==> config.mk <==
export PLATFORM = sky130hd
export DESIGN_NAME = exc_ctrl
export DESIGN_NICKNAME = d
export VERILOG_FILES = /design/src/rtl/exc_ctrl.sv
export SDC_FILE = /design/constraint.sdc
export NUM_CORES = 1
export LEC_CHECK = 0
export BUFFER_PORTS_ARGS = -buffer_cell sky130_fd_sc_hd__buf_2
export CORE_MARGIN = 8
export CORE_UTILIZATION = 46
export DETAILED_ROUTE_END_ITERATION = 8
export PLACE_DENSITY = 0.95
export SYNTH_ARGS = -nofsm -noshare
export SYNTH_HDL_FRONTEND = slang
export SYNTH_SLANG_ARGS = --single-unit
==> constraint.sdc <==
create_clock -name clk -period 2.7 [get_ports clk]
set_clock_uncertainty 0.1 [all_clocks]
set_input_delay 0.27 -clock clk [delete_from_list [all_inputs] [get_ports clk]]
set_output_delay 0.27 -clock clk [all_outputs]
set_load 0.01 [all_outputs]
==> src/rtl/exc_ctrl.sv <==
// Exception/interrupt sequencer between the M stage and CP0: merges exception info,
// flushes and redirects fetch on a taken event or eret. Optional counters: EXC_STATS_EN.
module exc_ctrl #(
  parameter logic [31:0] HANDLER_ADDR = 32'h0000_4180,
  parameter int          FLUSH_CYCLES = 2
)(
  input  logic        clk,
  input  logic        reset,
  input  logic        valid_m,
  input  logic [31:0] pc_m,
  input  logic        bd_m,
  input  logic [4:0]  exc_carried_m,
  input  logic [4:0]  exc_new_m,
  input  logic        eret_m,
  input  logic        cp0_interrupt,
  input  logic        cp0_exception,
  input  logic [31:0] cp0_epc,
  output logic [4:0]  cp0_exccode,
  output logic [31:0] cp0_pc,
  output logic        cp0_bd,
  output logic        cp0_eret,
  output logic        flush,
  output logic        pc_redirect,
  output logic [31:0] redirect_pc,
`ifdef EXC_STATS_EN
  output logic [15:0] int_count,
  output logic [15:0] exc_count,
`endif
  output logic        busy
);

  typedef enum logic {RUN, FLUSH} state_t;

  localparam logic [3:0] CNT_INIT = 4'(FLUSH_CYCLES - 1);

  state_t      state, state_nx;
  logic [3:0]  cnt, cnt_nx;
  logic        post_flush, post_flush_nx;
  logic [31:0] resume_pc, resume_pc_nx;

  logic        take, do_eret, redir;
  logic [31:0] target;

  // take is combinational through CP0 so the redirect happens in the event cycle
  assign take    = (state == RUN) && (cp0_interrupt || cp0_exception);
  assign do_eret = (state == RUN) && valid_m && eret_m && !take;
  assign redir   = take || do_eret;
  assign target  = take ? HANDLER_ADDR : cp0_epc;

  always_ff @(posedge clk or negedge reset) begin
    if (!reset) begin
      state      <= RUN;
      cnt        <= '0;
      post_flush <= 1'b0;
      resume_pc  <= HANDLER_ADDR;
    end else begin
      state      <= state_nx;
      cnt        <= cnt_nx;
      post_flush <= post_flush_nx;
      resume_pc  <= resume_pc_nx;
    end
  end

  always_comb begin
    state_nx      = state;
    cnt_nx        = cnt;
    post_flush_nx = post_flush;
    resume_pc_nx  = resume_pc;
    case (state)
      RUN: begin
        if (redir) begin
          resume_pc_nx  = target;
          post_flush_nx = 1'b1;
          if (FLUSH_CYCLES > 1) begin
            state_nx = FLUSH;
            cnt_nx   = CNT_INIT;
          end
        end else if (valid_m) begin
          post_flush_nx = 1'b0;
        end
      end
      FLUSH: begin
        cnt_nx = cnt - 4'd1;
        if (cnt == 4'd1) state_nx = RUN;
      end
      default: state_nx = RUN;
    endcase
  end

  // Every output is held at 0 while reset is low, including the pass-through paths
  always_comb begin
    cp0_exccode = '0;
    cp0_pc      = '0;
    cp0_bd      = 1'b0;
    cp0_eret    = 1'b0;
    flush       = 1'b0;
    pc_redirect = 1'b0;
    redirect_pc = '0;
    busy        = 1'b0;
    if (reset) begin
      if (state == RUN && valid_m)
        cp0_exccode = (exc_carried_m != 5'd0) ? exc_carried_m : exc_new_m;
      if (!valid_m && post_flush) begin
        cp0_pc = resume_pc;
        cp0_bd = 1'b0;
      end else begin
        cp0_pc = pc_m;
        cp0_bd = bd_m;
      end
      cp0_eret    = do_eret;
      flush       = redir || (state == FLUSH);
      pc_redirect = redir;
      redirect_pc = redir ? target : 32'd0;
      busy        = (state == FLUSH);
    end
  end

`ifdef EXC_STATS_EN
  always_ff @(posedge clk or negedge reset) begin
    if (!reset) begin
      int_count <= '0;
      exc_count <= '0;
    end else if (take) begin
      if (cp0_interrupt) begin
        if (int_count != 16'hFFFF) int_count <= int_count + 16'd1;
      end else begin
        if (exc_count != 16'hFFFF) exc_count <= exc_count + 16'd1;
      end
    end
  end
`endif

endmodule

Word-level counts from Yosys, hierarchy flattened. Index checks and enable logic that the tools add are counted.

Add/subtract/negate cells: 1. Eq/ne operators: 2. Multiplexer cells: 21. Bitwise gates (word level): 1. Reductions and logical operators: 14.

Operators with widths (number): $mux 32 (5); $mux 5 (3); $mux 1 (10); $pmux 4 s2 (1); $logic_and 1x1->1 (5); $reduce_bool 5->1 (1); $eq 4x1->1 const B (1); $mux 4 (1); $reduce_and 2->1 (2); $sub 4x1->4 const B (1); $logic_or 1x1->1 (3); $logic_not 1->1 (2); $ne 2x2->1 const B (1); $pmux 1 s2 (1); $reduce_bool 2->1 (1); $not 1->1 (1).

Register bits: 38. Input bits: 81. Output and inout port bits: 74. Word-level logic and storage cells: 43.

Longest topological paths before layout. Gate-level depths: netlist (run 1).

Depth after elaboration: 7. Gate-level depth with buffers: 5. Mapped depth without buffers: 5.

Least setup slack after synthesis (run 1). OpenSTA, ideal clock, no wires.

Kind: register to output. Start: reg post_flush. End: out cp0_pc[10]. Arrival: 1.138 ns. Data required time: 2.330 ns. Setup slack: 1.192 ns. Cell stages (with the launch flop): 6. Buffers on the path: 2. Path through: dfrtp_1 nor2b_1 clkbuf_1 buf_2 nand2_1 a21boi_0.

Word-level cells in the longest chain between the ends: 3.

RTL lines: from (decl) (RTL line 38) `logic post_flush, post_flush_nx;`; from (signal assigned) (RTL line 59) `post_flush <= post_flush_nx;`; $logic_and 1x1->1 (RTL line 103) `if (!valid_m && post_flush) begin`; $mux 32 (RTL line 103); $mux 32 (RTL line 100) `if (reset) begin`; to (decl) (RTL line 19) `output logic [31:0] cp0_pc,`.

Every way passes these cells.

Worst setup path in the final report (run 1).
Start: reg state. End: out redirect_pc[25].

Word-level cells in the longest chain between the ends: 7. Elaborated cells on any way between the ends: 10. Those cells by class: 3 x mux; 1 x bitwise; 6 x reduce/logical.

RTL lines: from (decl) (RTL line 36) `state_t state, state_nx;`; from (signal assigned) (RTL line 57) `state <= state_nx;`; $not 1->1 (no source line) (*); $logic_and 1x1->1 (on tied branches) (RTL line 46, 45); $logic_and 1x1->1 / $logic_not 1->1 (equally long branches) (RTL line 46) `assign do_eret = (state == RUN) && valid_m && eret_m && !take;`; $logic_and 1x1->1 (RTL line 46); $logic_or 1x1->1 (RTL line 47) `assign redir = take || do_eret;`; $mux 32 (*) (RTL line 113) `redirect_pc = redir ? target : 32'd0;`; $mux 32 (*) (RTL line 100); to (decl) (RTL line 24) `output logic [31:0] redirect_pc,`.

Every way passes the cells marked *; elsewhere a longest branch is shown, timed or not.

==> summary.txt, run 1 <==
Timing
  • Worst Slack Setup Final: 0.4506 ns
  • Period utilization: 0.8331
  • Fin. Hold Viols: 0
  • Fin. max-slew vios: 0
  • Worst Max-Slew Pin Slew: 1.103 ns
  • Final setup viols: 0
  • Sum of negative setup slack: 0 ns
  • Maximum clock frequency: 444.6 MHz
  • Tmin final: 2.249 ns
  • RSZ-0062 raised after global routing: no
  • Worst slew margin: 0.2621

Place
  • Port Buf Inserts: 154
  • Post-detail-place hpwl: 6168 um
  • GPL Wtd Cong: 0.8437
  • Post-Place Worst Slack: 0.7857 ns

Setup path
  • Crit. End Element: primary output
  • Critical path arrival: 1.88 ns
  • CP max stage cell: dfrtp_1
  • CP Cell Sequence: and3b_1 -> and3_1 -> buf_4 -> and2_1 -> buf_2
  • Setup crit start kind: flip-flop
  • Worst EP required: 2.33 ns
  • Crit-path max FO: 27
  • CP max stage delay: 0.44 ns
  • Kind of critical path: reg -> out

Floorplanning
  • Die area: 7854 um2
  • Core Area: 5107 um2
  • Die Y-Extent: 88.62 um
  • Initial core utilization: 0.4750
  • Row Count: 26
  • I/O Pins: 155
  • Die Wd: 88.62 um

Yosys
  • Synth top area cells: dfrtp_1 36%, nand2_1 11%, a22o_1 10%
  • Synth Area in Adders: 0.01031
  • Sequential-to-total area share from yosys stat: 0.3935
  • Largest family of logic cells by synthesized area: simple AND/OR/NAND/NOR gates
  • Cells after synthesis: 276
  • Synth area leader: dfrtp_1
  • Post-Synth Simple-Gate Area: 0.2604
  • Mapped Avg Cell Area: 8.790 um2
  • Synthesized net count: 359
  • Post-synthesis compound-gate area fraction: 0.2558
  • Syn. warnings: 0
  • Top cell type's share of synthesized area: 0.3610
  • Multiplexer share of the synthesized area: 0.004126
  • Distinct cells, synth: 36
  • Post-Syn Area: 2426 um2
  • XOR/XNOR Fraction of Synth Area: 0.007220
  • Post-synthesis register bit count: 38

Clock network
  • Clk root buf: clkbuf_8
  • Setup bufs post-CTS: 0
  • TritonCTS Buffers: 5
  • Skew-Pair Late Insertion Delay: 0.28 ns
  • Clock sink count: 38
  • Reg clk slew, reported paths: 0.07 ns
  • CTS tree: done
  • H-tree depth: 2
  • Clk buf depth: 2

Final layout
  • # fillers: 435
  • P&R area growth vs syn: 35.69%
  • Share of cells above drive strength 1: 0.4151
  • N_diodes: 0
  • Nets: 507

GRT
  • First-pass GRT wire length: 12550 um
  • Vias in the first global route: 2666
  • GRT Total Usage: 0.2023
  • Remaining Overflow, GRT: 0
  • Largest net degree at the start of global routing: 54
  • Antenna violations before repair: 0

Power and ir drop
  • Maximum vdd drop: 0.3544 mV
  • PwrDens: 600.9 nW/um2
  • Total power: 1.978 mW
  • Leakage: 1.860 nW

Run status
  • Status: complete, no violations

Routing
  • DR iter-0 viols: 124
  • Routed vias: 2569
  • WL/cell: 16.47 um
  • Antenna Violating Nets Remaining: 0
  • DRC viols: 0
  • Drt total wl: 8138 um
  • First drt pass iteration count: 4
  • Via-to-Cell Ratio: 5.200

Hold path
  • Worst min-delay path class: in -> reg

Run
  • Max Cap Viol: 0
[layout make-up]
type / instances / area [um2] / area share
clock buffer: 5 / 68.82 / 0.02090
clock inverter: 2 / 10.01 / 0.003041
inverter: 6 / 22.52 / 0.006841
multi-input combinational: 210 / 1308 / 0.3972
sequential: 38 / 954.7 / 0.2900
tap: 70 / 87.58 / 0.02661
timing repair buffer: 163 / 840.8 / 0.2554
[metal layers]
metal / part of all wire / GRT usage
met1: 0.39 / 0.2235
met2: 0.50 / 0.3612
met3: 0.090 / 0.05942
met4: 0.011 / 0.06298
met5: 0 / 0
[critical path: cells and delay by family, from the launching register on]
family | cells | cell delay (ns)
buf+inv | 2 | 0.43
flops | 1 | 0.44
simple gates | 3 | 0.73
[cells in the mapped netlist]
cell type   n
o21ai_0     2
inv_1       6
dfrtp_1    35
buf_4       1
or2b_1      1
a21o_1      5
and2_1     34
nor3_1      3
mux2i_1     1
buf_2      10
clkbuf_1    5
and3_1      2
nor2_1      5
nor2_2      1
nor2b_1     1
nor4bb_1    1
buf_6       6
nand2b_1    1
o2bb2ai_1   3
nor4_1      1
nand3b_4    1
and3b_1     1
and2b_1     1
nor3_4      1
a22o_1     29
a21boi_0   26
dfstp_2     3
xor2_1      2
a21boi_1    6
nand2_1    68
nand3b_1    3
a31oi_1     2
o31ai_1     1
a21oi_1     5
o21a_1      1
ha_1        2
[report_power, final]
group	internal (mW)	switching (mW)
logic	0.350	0.470
clock network	0.173	0.190
registers	0.706	0.0888
[per-stage QoR]
stage | hold slack [ns] | utilization | cell area, um2 | instances
6_report | 0.1059 | 0.6445 | 3292 | 494
2_1_floorplan | -0.1256 | - | 2426 | 276
5_1_grt | 0.1032 | 0.6445 | 3292 | 494
4_1_cts | 0.09956 | 0.6445 | 3292 | 494
3_5_place_dp | 0.2313 | 0.6271 | 3203 | 486
3_3_place_gp | 0.2262 | 0.6271 | 3203 | 486
[state kept, by name, summed over array words and instances (netlist names)]
register and count:
post_flush 1, state 1, resume_pc 32, cnt 4
[what timing repair did]
item	in CTS	in global routing
hold endpoints to repair	11	0
hold buffers	1	0
gates resized for setup	0	0
[cells by family (layout without fill, tap and decap cells)]
logic type,after synthesis,after routing
compound gates,80,80
mux,1,1
buf+inv,28,176
xor+xnor,2,2
flops,38,38
simple gates,125,125
fa+ha+maj,2,2
[layout by cell type (no fill, tap or decap), types with 5 or more instances in the layout]
master,synthesis,final
buf_2,10,154
nand2_1,68,68
dfrtp_1,35,35
and2_1,34,34
a22o_1,29,29
a21boi_0,26,26
buf_4,1,8
inv_1,6,6
a21boi_1,6,6
nor2_1,5,5
a21oi_1,5,5
a21o_1,5,5
clkbuf_8,0,5
[final timing paths]
| kind | from | endpoint | slack (ns) | cells past startpoint |
|---|---|---|---|---|
| max reg2reg | state | resume_pc[10] | 0.77 | 3 |
| min reg2reg | resume_pc[16] | resume_pc[16] | 0.41 | 1 |
| max | state | redirect_pc[25] | 0.45 | 5 |
| min | cp0_epc[27] | resume_pc[27] | 0.11 | 2 |
| min in group asynchronous | reset | resume_pc[31] | 0.47 | 3 |
| max in group asynchronous | reset | resume_pc[19] | 1.59 | 3 |
(Power assumes the default switching activity.)
==> inputs of run 2 (changes only) <==
--- a/config.mk
+++ b/config.mk
@@ -7,9 +7,9 @@
 export LEC_CHECK = 0
 export BUFFER_PORTS_ARGS = -buffer_cell sky130_fd_sc_hd__buf_2
 export CORE_MARGIN = 8
-export CORE_UTILIZATION = 46
+export CORE_UTILIZATION = 39
 export DETAILED_ROUTE_END_ITERATION = 8
-export PLACE_DENSITY = 0.95
+export PLACE_DENSITY = 0.89
 export SYNTH_ARGS = -nofsm -noshare
 export SYNTH_HDL_FRONTEND = slang
 export SYNTH_SLANG_ARGS = --single-unit
==> constraint.sdc (replaced) <==
create_clock -name clk -period 1.85 [get_ports clk]
set_clock_uncertainty 0.1 [all_clocks]
set_input_delay 0.185 -clock clk [delete_from_list [all_inputs] [get_ports clk]]
set_output_delay 0.185 -clock clk [all_outputs]
set_load 0.01 [all_outputs]
==> run 2 against run 1 <==
  * Sequential share of layout area decreased by 2.0 points
  * Hold slack got worse by 0.094 ns
  * Power grew 66%
  * Cell count increased by 3.4%
  * Global-route usage decreased by 2.1 points
  * Combinational power rose by 59%
  * Clock-buffer cell count is the same
  * Routed wire length rose by 1.7%
  * Flip-flop and latch count is the same
==> summary.txt, run 2 (synthesis results as in run 1) <==
Timing
  • Fin. max-slew vios: 0
  • Sum of negative setup slack: 0 ns
  • RSZ-0062 raised after global routing: yes
  • Worst slew margin: 0.3307
  • Fin. Hold Viols: 0
  • Hold Slack: 0.01203 ns
  • Worst Max-Slew Pin Slew: 1.001 ns
  • Period utilization: 0.9867
  • Final setup viols: 0
  • Tmin final: 1.825 ns
  • Maximum clock frequency: 547.8 MHz

Final layout
  • Biggest regs: resume_pc (32), cnt (4)
  • Largest register FFs: 32
  • Area of the multi-input gates: 1328 um2
  • # fillers: 540
  • P&R area growth vs syn: 45.95%
  • Layout Utilization: 0.5945
  • Non-Filler Instances: 511
  • N_diodes: 0
  • Most frequent cells in the layout: 154 x buf_2, 68 x nand2_1, 35 x dfrtp_1
  • Share of cells above drive strength 1: 0.4358
  • Most common cell after layout, fill and taps aside: buf_2
  • Sequential cell area: 954.7 um2
  • Biggest register: resume_pc
  • Nets: 518

Routing
  • Drt total wl: 8273 um
  • WL/cell: 16.19 um
  • First drt pass iteration count: 4
  • Via-to-Cell Ratio: 5.072
  • DRC viols: 0
  • Antenna Violating Nets Remaining: 0
  • Routed vias: 2592
  • DR iter-0 viols: 73

Floorplanning
  • Core Area: 5956 um2
  • Die area: 9000 um2
  • Die Y-Extent: 94.87 um
  • I/O Pins: 155
  • Row Count: 28
  • Die Wd: 94.87 um
  • Initial core utilization: 0.4074

Place
  • GPL Wtd Cong: 0.8210
  • Port Buf Inserts: 154
  • Cells after DPL: 498
  • Post-detail-place hpwl: 6513 um

Run
  • Max Cap Viol: 0

Clock network
  • Clock sink count: 38
  • Skew-Pair Late Insertion Delay: 0.29 ns
  • H-tree depth: 2
  • TritonCTS Buffers: 5
  • Reg clk slew, reported paths: 0.08 ns
  • CTS tree: done
  • Clk buf depth: 2
  • Clk root buf: clkbuf_8

Power and ir drop
  • PwrDens: 928.5 nW/um2
  • Maximum vdd drop: 0.5414 mV
  • Leakage: 1.975 nW

Setup path
  • Kind of critical path: reg -> out
  • Crit-path max FO: 17
  • Worst EP required: 1.56 ns
  • Critical path arrival: 1.54 ns
  • RR Startpoint: state
  • Crit path launch: state
  • Setup crit start kind: flip-flop
  • Crit. End Element: primary output

GRT
  • Remaining Overflow, GRT: 0
  • First-pass GRT wire length: 13120 um
  • Vias in the first global route: 2701
  • Antenna violations before repair: 0
  • Largest net degree at the start of global routing: 27
  • GRT Total Usage: 0.1815

Run status
  • Status: complete, no violations

Hold path
  • HP Start: cp0_epc[27]
  • Worst min-delay path class: in -> reg
## run 2: changes by cell type in the layout (fill, tap and decap cells not counted), sizes merged
cell	delta
dlymetal6s4s	+1
bufinv	+2
dlygate4sd3	+2
clkinv	-1
buf	+8
## run 2: report_power, final
| group | total [mW] | switching (mW) | internal (mW) | leakage, nW |
|---|---|---|---|---|
| registers | 1.15 | 0.119 | 1.03 | 0.501 |
| logic | 1.30 | 0.701 | 0.597 | 1.41 |
| clock network | 0.841 | 0.300 | 0.540 | 0.0683 |
| total | 3.29 | 1.12 | 2.17 | 1.97 |
## run 2: final cells by class
class / count / area share
Tap cell: 75 / 0.02650
Clock inverter: 3 / 0.01943
Timing Repair Buffer: 174 / 0.2837
Clock buffer: 5 / 0.01943
Inverter: 6 / 0.006360
Sequential cell: 38 / 0.2696
Multi-Input combinational cell: 210 / 0.3749
## run 2: per-layer routing
layer | vias up | share of wire | global-route usage
li1 | 1256 | - | -
met1 | 1230 | 0.39 | 0.2084
met2 | 98 | 0.52 | 0.3285
met3 | 8 | 0.082 | 0.05238
met4 | 0 | 0.0088 | 0.03251
met5 | - | 0 | 0
## run 2: worst paths after layout
path | cells after the start | to | slack, ns
min in group asynchronous | 3 | resume_pc[28] | 0.06
max reg2reg | 5 | resume_pc[4] | 0.27
min reg2reg | 1 | resume_pc[2] | 0.41
min | 2 | resume_pc[27] | 0.01
max | 5 | redirect_pc[15] | 0.02
max in group asynchronous | 3 | resume_pc[11] | 0.27
## run 2: through the flow
stage               instance area, um2  power (mW)  worst slack (ns)
floorplan                         2426       1.969            0.4269
global placement                  3287       2.349            0.3011
detailed placement                3287       2.400            0.2078
CTS                               3500       3.283          0.001455
global route                      3541       3.524          -0.04275
finish                            3541       3.288           0.02463
## run 2: critical path, cell delays in order (launching register included)
cell and delay, ns:
dfrtp_1 0.38, and3b_2 0.25, and3_4 0.21, buf_8 0.15, and2_1 0.14, buf_2 0.12
## run 2: repair_timing
action / in CTS / in global routing
cloned: 0 / 0
gates resized for setup: 8 / 15
buffers inserted: 1 / 0
endpoints found under the hold margin: 36 / 0
endpoints found under the setup margin: 38 / 55
hold buffers: 4 / 0
==> inputs of run 3 (changes only) <==
--- a/config.mk
+++ b/config.mk
@@ -6,10 +6,13 @@
 export NUM_CORES = 1
 export LEC_CHECK = 0
 export BUFFER_PORTS_ARGS = -buffer_cell sky130_fd_sc_hd__buf_2
+export CORE_ASPECT_RATIO = 1.75
 export CORE_MARGIN = 8
 export CORE_UTILIZATION = 39
 export DETAILED_ROUTE_END_ITERATION = 8
 export PLACE_DENSITY = 0.89
+export SETUP_SLACK_MARGIN = 0.15
 export SYNTH_ARGS = -nofsm -noshare
 export SYNTH_HDL_FRONTEND = slang
 export SYNTH_SLANG_ARGS = --single-unit
+export TNS_END_PERCENT = 1
==> run 3 against run 2 <==
  * The run now ends with negative setup slack left
  * Critical path depth did not move
  * Clock power is 20% lower
  * Fmax down 1.8%
  * Clock-buffer cell count increased by 2
  * Critical endpoint is now redirect_pc[21]
  * Largest cell class unchanged
  * Largest power group unchanged
==> summary.txt, run 3 (synthesis results as in run 1) <==
Setup path
  • Reg2reg end: resume_pc[18]
  • Crit-path max FO: 15
  • Critical path arrival: 1.57 ns
  • CP max stage delay: 0.38 ns
  • RR Startpoint: state
  • Register-to-Register Setup Slack: 0.30 ns
  • Crit. End Element: primary output
  • Worst EP required: 1.56 ns
  • Kind of critical path: reg -> out
  • Worst R2R Path Depth: 5
  • Setup crit start kind: flip-flop
  • CP Cell Sequence: and3b_2 -> and3_4 -> buf_12 -> and2_1 -> buf_2
  • CP max stage cell: dfrtp_1

Final layout
  • Largest register FFs: 32
  • Biggest register: resume_pc
  • Share of cells above drive strength 1: 0.4702
  • Post-route cell area: 3672 um2
  • Non-Filler Instances: 517
  • Most common cell after layout, fill and taps aside: buf_2
  • # fillers: 532
  • Biggest regs: resume_pc (32), cnt (4)
  • Most frequent cells in the layout: 150 x buf_2, 62 x nand2_1, 35 x dfrtp_1
  • Nets: 518
  • Layout Utilization: 0.5987
  • P&R area growth vs syn: 51.37%

Routing
  • DRC viols: 0
  • DR iter-0 viols: 134
  • First drt pass iteration count: 4
  • Routed vias: 2609
  • Via-to-Cell Ratio: 5.046
  • Drt total wl: 8408 um
  • Antenna Violating Nets Remaining: 0
  • WL/cell: 16.26 um

Timing
  • Hold Slack: 0.02203 ns
  • Final setup viols: 1
  • Fin. Hold Viols: 0
  • RSZ-0062 raised after global routing: yes
  • Worst slew margin: 0.4059
  • Maximum clock frequency: 538.0 MHz
  • Sum of negative setup slack: -0.008708 ns
  • Fin. max-slew vios: 0
  • Worst Max-Slew Pin Slew: 0.8882 ns
  • Worst Slack Setup Final: -0.008708 ns
  • Period utilization: 1.005
  • Tmin final: 1.859 ns

GRT
  • Vias in the first global route: 2668
  • GRT Total Usage: 0.1762
  • Largest net degree at the start of global routing: 34
  • Remaining Overflow, GRT: 0
  • First-pass GRT wire length: 12500 um
  • Antenna violations before repair: 2

Floorplanning
  • Row Count: 38
  • Initial core utilization: 0.3956
  • Die Wd: 75.62 um
  • Core Area: 6133 um2
  • I/O Pins: 155
  • Die Y-Extent: 120.3 um
  • Die area: 9100 um2

Power and ir drop
  • Maximum vdd drop: 0.9154 mV
  • Total power: 3.239 mW
  • PwrDens: 882.1 nW/um2
  • Leakage: 2.027 nW

Clock network
  • Reg clk slew, reported paths: 0.07 ns
  • Skew-Pair Late Insertion Delay: 0.28 ns
  • TritonCTS Buffers: 5
  • CTS tree: done
  • Clk root buf: clkbuf_8
  • Clock sink count: 38
  • Clk buf depth: 2
  • H-tree depth: 2

Hold path
  • Worst min-delay path class: in -> async

Run status
  • Status: finished, violations left
  • Failing checks: negative setup slack

Place
  • Post-detail-place hpwl: 6174 um
  • Placed standard-cell area: 3316 um2
  • Port Buf Inserts: 154
  • Cells after DPL: 501
  • GPL Wtd Cong: 0.8320
  • Post-Place Worst Slack: 0.2635 ns

Run
  • Max Cap Viol: 0
## run 3: worst max path at each step
| stage | cells after the start | slack, ns | to | startpoint |
|---|---|---|---|---|
| after floorplan | 5 | 0.43 | cp0_pc[10] | post_flush |
| after global placement | 5 | 0.32 | redirect_pc[2] | state |
| after detailed placement | 5 | 0.26 | redirect_pc[21] | state |
| after CTS | 5 | 0.007 | redirect_pc[21] | state |
| after global routing | 5 | -0.05 | redirect_pc[21] | state |
| final | 5 | -0.009 | redirect_pc[21] | state |
## run 3: routing by layer
metal | up-vias | wire (um) | GRT usage
li1 | 1257 | - | -
met5 | - | 12 | 0
met3 | 12 | 561 | 0.04063
met2 | 90 | 4665 | 0.3259
met4 | 2 | 151 | 0.06659
met1 | 1248 | 3015 | 0.1797
## run 3: repair_timing
action / in CTS / in global routing
hold buffers: 5 / 0
gates cloned: 1 / 0
resized for setup: 3 / 53
pin swaps: 0 / 25
endpoints found under the hold margin: 35 / 0
setup buffers: 1 / 0
endpoints found under the setup margin: 62 / 71
## run 3: cell type report
type	count	area, um2	share of cell area
Antenna cell	1	2.502	0.0006814
Clock inverter	1	30.03	0.008177
Inverter	6	22.52	0.006133
Tap cell	80	100.1	0.02726
Clock buffer	7	76.32	0.02078
Timing Repair Buffer	174	1061	0.2889
Multi-Input combinational cell	210	1425	0.3881
Sequential cell	38	954.7	0.2600
## run 3: report_power, final
group | total, mW | internal, mW | leakage (nW) | switching, mW
combinational | 1.41 | 0.657 | 1.47 | 0.750
sequential | 1.16 | 1.03 | 0.501 | 0.130
clock | 0.670 | 0.403 | 0.0525 | 0.267
## run 3: worst max-delay path: cells and delay by family (launching register included)
| family | cells | cell delay, ns |
|---|---|---|
| DFF | 1 | 0.38 |
| buffers and inverters | 2 | 0.28 |
| and+or+nand+nor | 3 | 0.64 |
